--- config.mk ---
export PLATFORM = sky130hd
export DESIGN_NAME = arp_sequencer_flat
export DESIGN_NICKNAME = d
export VERILOG_FILES = /design/src/rtl/arp_sequencer_if.sv /design/src/rtl/arp_sequencer.sv /design/src/flat_wrapper.sv
export SDC_FILE = /design/constraint.sdc
export NUM_CORES = 1
export LEC_CHECK = 0
export CAP_MARGIN = 0
export CELL_PAD_IN_SITES_DETAIL_PLACEMENT = 2
export CELL_PAD_IN_SITES_GLOBAL_PLACEMENT = 2
export CORE_MARGIN = 2
export CORE_UTILIZATION = 33
export DETAILED_ROUTE_END_ITERATION = 10
export PLACE_DENSITY = 0.82
export RECOVER_POWER = 100
export SLEW_MARGIN = 10
export SYNTH_ARGS = -nofsm -noshare
export SYNTH_HDL_FRONTEND = slang
export SYNTH_SLANG_ARGS = --single-unit
--- constraint.sdc ---
create_clock -name clk -period 3 [get_ports clk]
set_input_delay 0.6 -clock clk [delete_from_list [all_inputs] [get_ports clk]]
set_output_delay 0.6 -clock clk [all_outputs]
set_load 0.01 [all_outputs]
--- src/rtl/arp_sequencer_if.sv ---
// ============================================================================
// Module      : arp_sequencer_if
// Description : Control and note-output bundle between the key scanner side and
//               the arpeggiator (arp_sequencer -> note_lut path).
// Revision    : 1.0 - initial release
// ============================================================================
`default_nettype none

interface arp_sequencer_if;
   logic        ena;
   logic [11:0] keys;
   logic [3:0]  octave_in;
   logic [7:0]  tempo;
   logic [1:0]  mode;
   logic [3:0]  note;
   logic [3:0]  octave;
   logic        gate;
   logic        step_stb;

   modport master (
      output ena, keys, octave_in, tempo, mode,
      input  note, octave, gate, step_stb
   );

   modport slave (
      input  ena, keys, octave_in, tempo, mode,
      output note, octave, gate, step_stb
   );
endinterface

`default_nettype wire

--- src/rtl/arp_sequencer.sv ---
// ============================================================================
// Module      : arp_sequencer
// Description : Arpeggiator; plays held keys one at a time at a programmable
//               step rate. Optional two-octave span: OCTAVE_SPAN_EN.
// Revision    : 1.0 - initial release
// ============================================================================
`default_nettype none

module arp_sequencer #(
   parameter int PRESCALE = 1000,
   parameter int GAP      = 8
) (
   input  logic           clk,
   input  logic           rst_n,
   arp_sequencer_if.slave bus
);

   localparam int         c_PRE_W  = (PRESCALE > 1) ? $clog2(PRESCALE) : 1;
   localparam logic [3:0] c_SILENT = 4'hF;

   typedef enum logic {
      S_IDLE = 1'b0,
      S_STEP = 1'b1
   } state_t;

   state_t              r_state, w_nxt_state;
   logic [11:0]         r_key_q;
   logic [c_PRE_W-1:0]  r_presc, w_nxt_presc;
   logic [7:0]          r_step, w_nxt_step;
   logic [7:0]          r_tempo_q, w_nxt_tempo;
   logic [3:0]          r_cur, w_nxt_cur;
   logic [3:0]          r_note, w_nxt_note;
   logic [3:0]          r_octave, w_nxt_octave;
   logic                r_gate_en, w_nxt_gate_en;
   logic                r_stb, w_nxt_stb;
   logic                r_dir_up, w_nxt_dir_up;

   logic [11:0]         w_held;
   logic [3:0]          w_lo_all, w_hi_all, w_above, w_below;
   logic                w_has_above, w_has_below;
   logic [3:0]          w_sel_note;
   logic                w_sel_dir_up;
   logic                w_last_tick, w_step_end, w_gap;
   logic [3:0]          w_step_oct;

   // Bit-reverse so that index equals note code (bit 11 of keys is C).
   assign w_held = {<<{r_key_q}};

   always_comb begin
      w_lo_all    = 4'd0;
      w_hi_all    = 4'd0;
      w_above     = 4'd0;
      w_below     = 4'd0;
      w_has_above = 1'b0;
      w_has_below = 1'b0;
      for (int i = 11; i >= 0; i--) begin
         if (w_held[i]) begin
            w_lo_all = 4'(i);
            if (4'(i) > r_cur) begin
               w_above     = 4'(i);
               w_has_above = 1'b1;
            end
         end
      end
      for (int i = 0; i < 12; i++) begin
         if (w_held[i]) begin
            w_hi_all = 4'(i);
            if (4'(i) < r_cur) begin
               w_below     = 4'(i);
               w_has_below = 1'b1;
            end
         end
      end
   end

   // Search starts from r_cur even if that key is no longer held.
   always_comb begin
      w_sel_note   = w_lo_all;
      w_sel_dir_up = r_dir_up;
      case (bus.mode)
         2'd0: w_sel_note = w_has_above ? w_above : w_lo_all;
         2'd1: w_sel_note = w_has_below ? w_below : w_hi_all;
         2'd2: begin
            if (r_dir_up) begin
               if (w_has_above) begin
                  w_sel_note = w_above;
               end else if (w_has_below) begin
                  w_sel_note   = w_below;
                  w_sel_dir_up = 1'b0;
               end else begin
                  w_sel_note = r_cur;
               end
            end else begin
               if (w_has_below) begin
                  w_sel_note = w_below;
               end else if (w_has_above) begin
                  w_sel_note   = w_above;
                  w_sel_dir_up = 1'b1;
               end else begin
                  w_sel_note = r_cur;
               end
            end
         end
         default: w_sel_note = w_lo_all;
      endcase
   end

   assign w_last_tick = (int'(r_presc) == PRESCALE - 1);
   assign w_step_end  = w_last_tick && (r_step == r_tempo_q);
   // GAP < PRESCALE, so the articulation gap always lies inside the final tick.
   assign w_gap       = (r_step == r_tempo_q) && (int'(r_presc) >= PRESCALE - GAP);

`ifdef OCTAVE_SPAN_EN
   logic       r_oct_off;
   logic       w_wrap;
   logic       w_off_used;
   logic [4:0] w_oct_sum;

   // Wrap in up/down, or the down->up turn that completes a bounce cycle.
   assign w_wrap = ((bus.mode == 2'd0) && !w_has_above) ||
                   ((bus.mode == 2'd1) && !w_has_below) ||
                   ((bus.mode == 2'd2) && !r_dir_up && !w_has_below && w_has_above);

   assign w_off_used = (bus.mode == 2'd3) ? 1'b0 : (r_oct_off ^ w_wrap);
   assign w_oct_sum  = {1'b0, bus.octave_in} + {4'd0, w_off_used};
   assign w_step_oct = w_oct_sum[4] ? 4'hF : w_oct_sum[3:0];

   always_ff @(posedge clk) begin
      if (!rst_n || !bus.ena) begin
         r_oct_off <= 1'b0;
      end else if (r_state == S_IDLE) begin
         r_oct_off <= 1'b0;
      end else if (w_step_end) begin
         r_oct_off <= (r_key_q != 12'd0) ? (r_oct_off ^ w_wrap) : 1'b0;
      end
   end
`else
   assign w_step_oct = bus.octave_in;
`endif

   always_comb begin
      w_nxt_state   = r_state;
      w_nxt_presc   = r_presc;
      w_nxt_step    = r_step;
      w_nxt_tempo   = r_tempo_q;
      w_nxt_cur     = r_cur;
      w_nxt_note    = r_note;
      w_nxt_octave  = r_octave;
      w_nxt_gate_en = r_gate_en;
      w_nxt_stb     = 1'b0;
      w_nxt_dir_up  = r_dir_up;
      case (r_state)
         S_IDLE: begin
            w_nxt_presc   = '0;
            w_nxt_step    = 8'd0;
            w_nxt_note    = c_SILENT;
            w_nxt_gate_en = 1'b0;
            w_nxt_dir_up  = 1'b1;
            w_nxt_octave  = bus.octave_in;
            if (r_key_q != 12'd0) begin
               w_nxt_state   = S_STEP;
               w_nxt_cur     = (bus.mode == 2'd1) ? w_hi_all : w_lo_all;
               w_nxt_note    = (bus.mode == 2'd1) ? w_hi_all : w_lo_all;
               w_nxt_gate_en = 1'b1;
               w_nxt_stb     = 1'b1;
               w_nxt_tempo   = bus.tempo;
            end
         end
         S_STEP: begin
            if (w_step_end) begin
               w_nxt_presc = '0;
               w_nxt_step  = 8'd0;
               if (r_key_q == 12'd0) begin
                  w_nxt_state   = S_IDLE;
                  w_nxt_note    = c_SILENT;
                  w_nxt_gate_en = 1'b0;
                  w_nxt_dir_up  = 1'b1;
                  w_nxt_octave  = bus.octave_in;
               end else begin
                  w_nxt_cur     = w_sel_note;
                  w_nxt_note    = w_sel_note;
                  w_nxt_dir_up  = w_sel_dir_up;
                  w_nxt_gate_en = 1'b1;
                  w_nxt_stb     = 1'b1;
                  w_nxt_tempo   = bus.tempo;
                  w_nxt_octave  = w_step_oct;
               end
            end else if (w_last_tick) begin
               w_nxt_presc = '0;
               w_nxt_step  = r_step + 8'd1;
            end else begin
               w_nxt_presc = r_presc + 1'b1;
            end
         end
      endcase
   end

   always_ff @(posedge clk) begin
      if (!rst_n || !bus.ena) begin
         r_state   <= S_IDLE;
         r_key_q   <= 12'd0;
         r_presc   <= '0;
         r_step    <= 8'd0;
         r_tempo_q <= 8'd0;
         r_cur     <= 4'd0;
         r_note    <= c_SILENT;
         r_octave  <= bus.octave_in;
         r_gate_en <= 1'b0;
         r_stb     <= 1'b0;
         r_dir_up  <= 1'b1;
      end else begin
         r_state   <= w_nxt_state;
         r_key_q   <= bus.keys;
         r_presc   <= w_nxt_presc;
         r_step    <= w_nxt_step;
         r_tempo_q <= w_nxt_tempo;
         r_cur     <= w_nxt_cur;
         r_note    <= w_nxt_note;
         r_octave  <= w_nxt_octave;
         r_gate_en <= w_nxt_gate_en;
         r_stb     <= w_nxt_stb;
         r_dir_up  <= w_nxt_dir_up;
      end
   end

   assign bus.note     = r_note;
   assign bus.octave   = r_octave;
   assign bus.gate     = r_gate_en & ~w_gap;
   assign bus.step_stb = r_stb;

endmodule

`default_nettype wire

--- src/flat_wrapper.sv ---
// flat-port wrapper written by rule: the top's interface ports become plain ports
module arp_sequencer_flat 
#(
   parameter int PRESCALE = 1000,
   parameter int GAP      = 8
)
  (clk, rst_n, bus_ena, bus_keys, bus_octave_in, bus_tempo, bus_mode, bus_note, bus_octave, bus_gate, bus_step_stb);
  arp_sequencer_if bus_i ();
  input  logic clk;
  input  logic rst_n;
  input wire logic [$bits(bus_i.ena)-1:0] bus_ena;
  input wire logic [$bits(bus_i.keys)-1:0] bus_keys;
  input wire logic [$bits(bus_i.octave_in)-1:0] bus_octave_in;
  input wire logic [$bits(bus_i.tempo)-1:0] bus_tempo;
  input wire logic [$bits(bus_i.mode)-1:0] bus_mode;
  output wire logic [$bits(bus_i.note)-1:0] bus_note;
  output wire logic [$bits(bus_i.octave)-1:0] bus_octave;
  output wire logic [$bits(bus_i.gate)-1:0] bus_gate;
  output wire logic [$bits(bus_i.step_stb)-1:0] bus_step_stb;
  assign bus_i.ena = bus_ena;
  assign bus_i.keys = bus_keys;
  assign bus_i.octave_in = bus_octave_in;
  assign bus_i.tempo = bus_tempo;
  assign bus_i.mode = bus_mode;
  assign bus_note = bus_i.note;
  assign bus_octave = bus_i.octave;
  assign bus_gate = bus_i.gate;
  assign bus_step_stb = bus_i.step_stb;
  arp_sequencer #(.PRESCALE(PRESCALE), .GAP(GAP)) u_core (.clk(clk), .rst_n(rst_n), .bus(bus_i));
endmodule
== Word-level counts from Yosys, hierarchy flattened ==
Cells that the tools add are included.

* Bitwise gates (word level): 3
* Order comparisons: 25
* Reductions and logical operators: 10
* Multiplexer cells: 164
* $add $sub $neg: 2
* Equality and inequality tests: 10

{| class="wikitable"
|+ Operators with widths
! cell !! count
|-
| two-way mux 4 bit || 77
|-
| two-way mux 1 bit || 63
|-
| two-way mux 8 bit || 5
|-
| one-hot mux 8 bit (2 select lines) || 2
|-
| one-hot mux 4 bit (2 select lines) || 3
|-
| two-way mux 10 bit || 2
|-
| one-hot mux 10 bit (2 select lines) || 1
|-
| > comparator 3 x 4 -> 1 bit, first input constant || 4
|-
| > comparator 4 bit, first input constant || 4
|-
| < comparator 3 x 4 -> 1 bit, first input constant || 4
|-
| < comparator 4 bit, first input constant || 4
|-
| logical NOT 12 bit || 1
|-
| two-way mux 3 bit || 4
|-
| one-hot mux 4 bit (3 select lines) || 1
|-
| nonzero test 12 bit || 1
|-
| adder 10 x 1 -> 10 bit, second input constant || 1
|-
| == test 10 x 6 -> 1 bit, second input constant || 1
|-
| >= comparator 10 bit, second input constant || 1
|-
| inequality test 3 bit, second input constant || 3
|-
| adder 8 x 1 -> 8 bit, second input constant || 1
|-
| == test 8 bit || 1
|-
| > comparator 1 x 4 -> 1 bit, first input constant || 2
|-
| > comparator 2 x 4 -> 1 bit, first input constant || 2
|-
| < comparator 1 x 4 -> 1 bit, first input constant || 2
|-
| 15 further kinds || 24
|}

* Output and inout bits: 10
* Input port bits: 29
* Flip-flop bits (word level): 54
* Logic and storage cells: 225

== Depth between registers and ports, before layout ==
* Depth after elaboration: 32
* Mapped depth: 10
* Mapped depth without buffers: 10

== Worst setup path after synthesis ==
Ideal clock, no wire load.

* Path kind: flip-flop to flip-flop
* From: reg u_core.r_cur[1]
* To: reg u_core.r_cur[0]
* Required time: 2.883 ns
* Arrival time: 2.005 ns
* Setup time: 0.117 ns
* Path slack: 0.878 ns
* Clock period less this slack: 2.122 ns
* Path buffers: 1
* Cell stages (with the launch flop): 10
* Cell sequence: dfxtp_1 -> buf_6 -> or3b_4 -> a41o_1 -> and4_4 -> o21a_1 -> nor2_2 -> o22ai_1 -> a211o_1 -> a32o_1

* Word-level cells in the longest chain between the ends: 32
* Elaborated cells between the ends (all ways): 129
* Classes of those cells: order compare (24); mux (105)

{| class="wikitable"
|+ RTL lines
! item !! RTL line !! text
|-
| start, declared || arp_sequencer.sv:31 || <nowiki>logic [3:0] r_cur, w_nxt_cur;</nowiki>
|-
| start signal, assigned || arp_sequencer.sv:217 || <nowiki>r_cur <= w_nxt_cur;</nowiki>
|-
| > comparator 4 bit / < comparator 1 x 4 -> 1 bit (equally long branches) || arp_sequencer.sv:59, arp_sequencer.sv:68 ||
|-
| two-way mux 4 bit (tied with other cells) || arp_sequencer.sv:59 || <nowiki>if (4'(i) > r_cur) begin</nowiki>
|-
| two-way mux 4 bit (tied with other cells) || arp_sequencer.sv:57 || <nowiki>if (w_held[i]) begin</nowiki>
|-
| two-way mux 4 bit (tied with other cells) || arp_sequencer.sv:59 ||
|-
| two-way mux 4 bit (tied with other cells) || arp_sequencer.sv:57 ||
|-
| two-way mux 4 bit (tied with other cells) || arp_sequencer.sv:59 ||
|-
| two-way mux 4 bit (tied with other cells) || arp_sequencer.sv:57 ||
|-
| two-way mux 4 bit (tied with other cells) || arp_sequencer.sv:59 ||
|-
| [... 16 more ...] || n/a ||
|-
| two-way mux 4 bit (tied with other cells) || arp_sequencer.sv:57 ||
|-
| two-way mux 4 bit, on equally long branches || arp_sequencer.sv:96, arp_sequencer.sv:87 ||
|-
| two-way mux 4 bit, on equally long branches || arp_sequencer.sv:94, arp_sequencer.sv:85 ||
|-
| two-way mux 4 bit || arp_sequencer.sv:84 || <nowiki>if (r_dir_up) begin</nowiki>
|-
| one-hot mux 4 bit (3 select lines) (*) || arp_sequencer.sv:80 || <nowiki>case (bus.mode)</nowiki>
|-
| two-way mux 4 bit (*) || arp_sequencer.sv:173 || <nowiki>if (r_key_q == 12'd0) begin</nowiki>
|-
| two-way mux 4 bit (*) || arp_sequencer.sv:170 || <nowiki>if (w_step_end) begin</nowiki>
|-
| one-hot mux 4 bit (2 select lines) (*) || arp_sequencer.sv:152 || <nowiki>case (r_state)</nowiki>
|}

Every way passes the cells marked *; elsewhere a longest branch is shown, timed or not. The select of a mux whose other input is x is not followed.
A chain may end at the register's enable or synchronous reset.

== Worst setup path after layout ==
* From: reg u_core.r_step[0]
* To: out bus_gate

* Word-level cells in the longest chain between the ends: 4

{| class="wikitable"
|+ RTL lines
! item !! RTL line !! text
|-
| start, declared || arp_sequencer.sv:29 || <nowiki>logic [7:0] r_step, w_nxt_step;</nowiki>
|-
| start signal, assigned || arp_sequencer.sv:215 || <nowiki>r_step <= w_nxt_step;</nowiki>
|-
| == test 8 bit || arp_sequencer.sv:111 || <nowiki>assign w_gap = (r_step == r_tempo_q) && (int'(r_presc) >= PRESCALE - GAP);</nowiki>
|-
| logical AND 1 bit || arp_sequencer.sv:111 ||
|-
| inverter 1 bit || arp_sequencer.sv:228 || <nowiki>assign bus.gate = r_gate_en & ~w_gap;</nowiki>
|-
| AND 1 bit || arp_sequencer.sv:228 ||
|-
| end, declared || flat_wrapper.sv:18 || <nowiki>output wire logic [$bits(bus_i.gate)-1:0] bus_gate;</nowiki>
|}

Every way passes these cells.

==> key figures <==
Timing
  – Setup TNS: 0 ns
  – RSZ-0062 raised after global routing: false
  – Clk_skew: 0.00839 ns
  – Min Tclk post-route: 2.88 ns
  – Max Clock Freq: approximately 350 MHz
  – Final setup vio count: 0
  – Fin worst setup slack: 0.123 ns
  – Final Slew Violations: 0
  – Fin. Hold Viols: 0
  – Hold_ws: 0.474 ns
  – Slew HR: 44.6%
  – Period utilization: a little over nine tenths
  – Slew @ Worst Pin: 0.831 ns

Synthesis
  – Seq cells post-synth: 54
  – Mapped Cells: 409
  – Largest family of logic cells by synthesized area: simple AND/OR/NAND/NOR gates
  – Post-synthesis sequential area ratio: 33.9%
  – Post-synthesis cell area: 3310 um2
  – Post-Syn Area per Cell: 8.09 um2
  – Synthesis warning total: 0
  – Count leader, synth: dfxtp_1
  – Number of synthesized flops with an enable pin: 4
  – Top cell type's share of synthesized area: 30.3%
  – Mux cell area share after synthesis: 0.303%
  – Post-synth top area cell: dfxtp_1
  – Commonest cells in the netlist: dfxtp_1 (50), nand2_1 (49), nor2_1 (45)
  – Area contributors post-synth: dfxtp_1 (30%), nand2_1 (5.6%), nor2_1 (5.1%), xor2_1 (4.0%), a21oi_1 (3.9%)
  – Ys async rst share: 0%
  – Synth Flop Type: dfxtp_1
  – Post-Synth Simple-Gate Area: 26.9%
  – Xor/xnor cell area share of the yosys netlist: 5.56%
  – Number of distinct library cells after synthesis: 78
  – Post-synthesis adder-cell area fraction: 1.14%
  – Net Count, Synth: approximately 440
  – Post-synthesis compound-gate area fraction: 26.3%

Pwr
  – Int Power: 1.19 mW
  – Total power: ~1.8 mW
  – P per Cell Area: about 450 nW/um2
  – Clock network fraction of total power: 29.7%
  – Switch share: between 30% and 40%
  – Leak: between 1 and 1.5 nW
  – Comb power frac: 24.6%
  – Net switching power figure: 0.574 mW
  – Peak VDD IR: 0.205 mV
  – Sequential power share: 45.7%

Clock network
  – Hold buffers post-CTS: 0
  – Post-CTS Setup Bufs: 0
  – Clock slew at reported path FFs: 0.11 ns
  – CTS tree: yes
  – Later-pin clock latency in the skew report: 0.32 ns
  – Clock tree buffer depth: 2
  – Clock sinks: 54
  – # resized after CTS: 0
  – Htree depth: 2
  – CTS root buffer: clkbuf_8
  – Clock buffer count from CTS: 5

Worst setup path
  – Worst Path Arrival: roughly 2.3 ns
  – Buffers & Inverters on Critical Path: 1
  – Crit path max-delay family: buffers and inverters
  – CP cell instances: xor2_1 > nor4_1 > nand2_1 > o31a_1 > dlygate4sd3_1
  – Type of the worst setup path: reg2out
  – Crit Path Max Fanout: 4
  – Crit path largest cell delay: 0.60 ns
  – Critical path required time: 2.40 ns
  – Type of origin of the critical path: flip-flop
  – Slowest CP cell: dlygate4sd3_1
  – Critical path endpoint category: primary output

Placement
  – I/O Buffers: 38
  – Setup WS pre-CTS: 0.237 ns
  – DP Area: 3820 um2
  – Routability Congestion: 0.845
  – DP HPWL: 8930 um

Global route
  – Initial antenna violation count: 0
  – Met3 Usage GRT: around 2.8%
  – Largest net degree at the start of global routing: 22
  – Vias in the first global route: 3514
  – First-pass GRT wire length: between 15000 and 20000 um
  – Gr usage total: a little over a fifth
  – GRT busiest layer: met2
  – Met2 Use GR: between 30% and 40%
  – Grt total ovfl: 0
  – Met1 Resource Use GR: 28.9%

Routing
  – Vias per Instance: 5.61
  – Antenna-violating nets left: 0
  – First-pass DRT Iterations: 4
  – Total number of vias: 3256
  – DR WL/cell: 20.2 um
  – DR iter-0 viols: 156
  – Routed wire length: 11700 um
  – DRC violations left: 0

Die
  – Starting Density: 34.0%
  – Die Y: 104 um
  – DIE WIDTH: between 100 and 150 um
  – CORE AREA: around 9700 um2
  – Ports: 39
  – Die area: 10800 um2
  – Row count: 36

Flow run
  – Max cap viols: 0

Run status
  – Status: finished clean

Layout
  – Inserted Diodes: 0
  – Area grow syn2layout: 18.0%
  – Fillers: 1171
  – Layout cells sized above 1: 10.7%
  – Final net count: approximately 480
  – Final instance area: 3900 um2

Worst hold path
  – Worst hold path type: reg2reg
-- placed cells by master, fill, tap and decap left out, types with 3 or more instances in the layout --
cell type / n
o21ai_1: 4
nor2_1: 45
nor3_1: 7
inv_1: 11
nand2_1: 49
dlygate4sd3_1: 15
o21ai_0: 16
a31oi_1: 7
o211ai_1: 5
nor4_1: 3
buf_4: 11
nor2b_1: 7
clkbuf_8: 5
o21a_1: 4
o22ai_1: 4
dfxtp_1: 50
edfxtp_1: 4
a22oi_1: 4
ha_1: 3
nor3_2: 3
o31ai_1: 5
o21bai_1: 4
xnor2_1: 6
clkdlybuf4s50_1: 23
a211o_1: 4
a221oi_1: 3
xor2_1: 15
nand2b_1: 7
nand3_1: 15
and3_1: 17
a21oi_1: 26
-- flip-flops by register name (all words and copies together), names as in the netlist, 4 cells and up --
name / count
u_core.bus.note: 4
u_core.bus.octave: 4
u_core.r_tempo_q: 8
u_core.r_presc: 10
u_core.r_cur: 4
u_core.r_step: 8
u_core.r_key_q: 12
-- per-layer routing --
metal  share of wire [%]  wire length (um)
met4                 1.3               155
met3                 3.1               368
met2                  48              5650
met5                   0                 0
met1                  47              5520
-- cells by family (layout without fill, tap and decap cells) --
logic type      after synthesis  count (layout)
simple gates                175             175
compound gates              119             119
flops                        54              54
buf+inv                      36              74
xor+xnor                     21              21
fa+ha+maj                     3               3
mux                           1               1
-- final timing paths --
kind	start	to	slack (ns)	cells after the start
max	u_core.r_step[0]	bus_gate	0.12	5
min	u_core.r_tempo_q[2]	u_core.r_tempo_q[2]	0.47	2
max reg2reg	u_core.r_cur[1]	u_core.r_cur[0]	0.20	8
min reg2reg	u_core.r_tempo_q[2]	u_core.r_tempo_q[2]	0.47	2
-- power by group through the flow --
stage          combinational (mW)  sequential, mW  clock [mW]
6_report                    0.434           0.806       0.523
3_3_place_gp                0.422           0.819           0
2_1_floorplan               0.293           0.792           0
4_1_cts                     0.448           0.806       0.538
3_5_place_dp                0.442           0.822           0
5_1_grt                     0.475           0.811       0.569
-- layout make-up --
cell class	instances	area [um2]	area share [%]
multi-input combinational	319	1970	50.4
sequential	54	1120	28.7
timing repair buffer	53	480	12.3
tap	133	166	4.26
clock buffer	5	68.8	1.76
clock inverter	3	48.8	1.25
inverter	13	48.8	1.25
-- metrics by stage --
step,util [%],cells
2_1_floorplan,-,409
3_3_place_gp,39.3,572
3_5_place_dp,39.3,572
4_1_cts,40.5,580
5_1_grt,40.1,580
6_report,40.1,580
-- tightest hold or removal path, delay by kind of cell, from the launching register on --
family	cells	cell delay, ns
compound gates	1	0.05
flops	1	0.33
simple gates	1	0.05
Power figures use the tool's default switching activity.
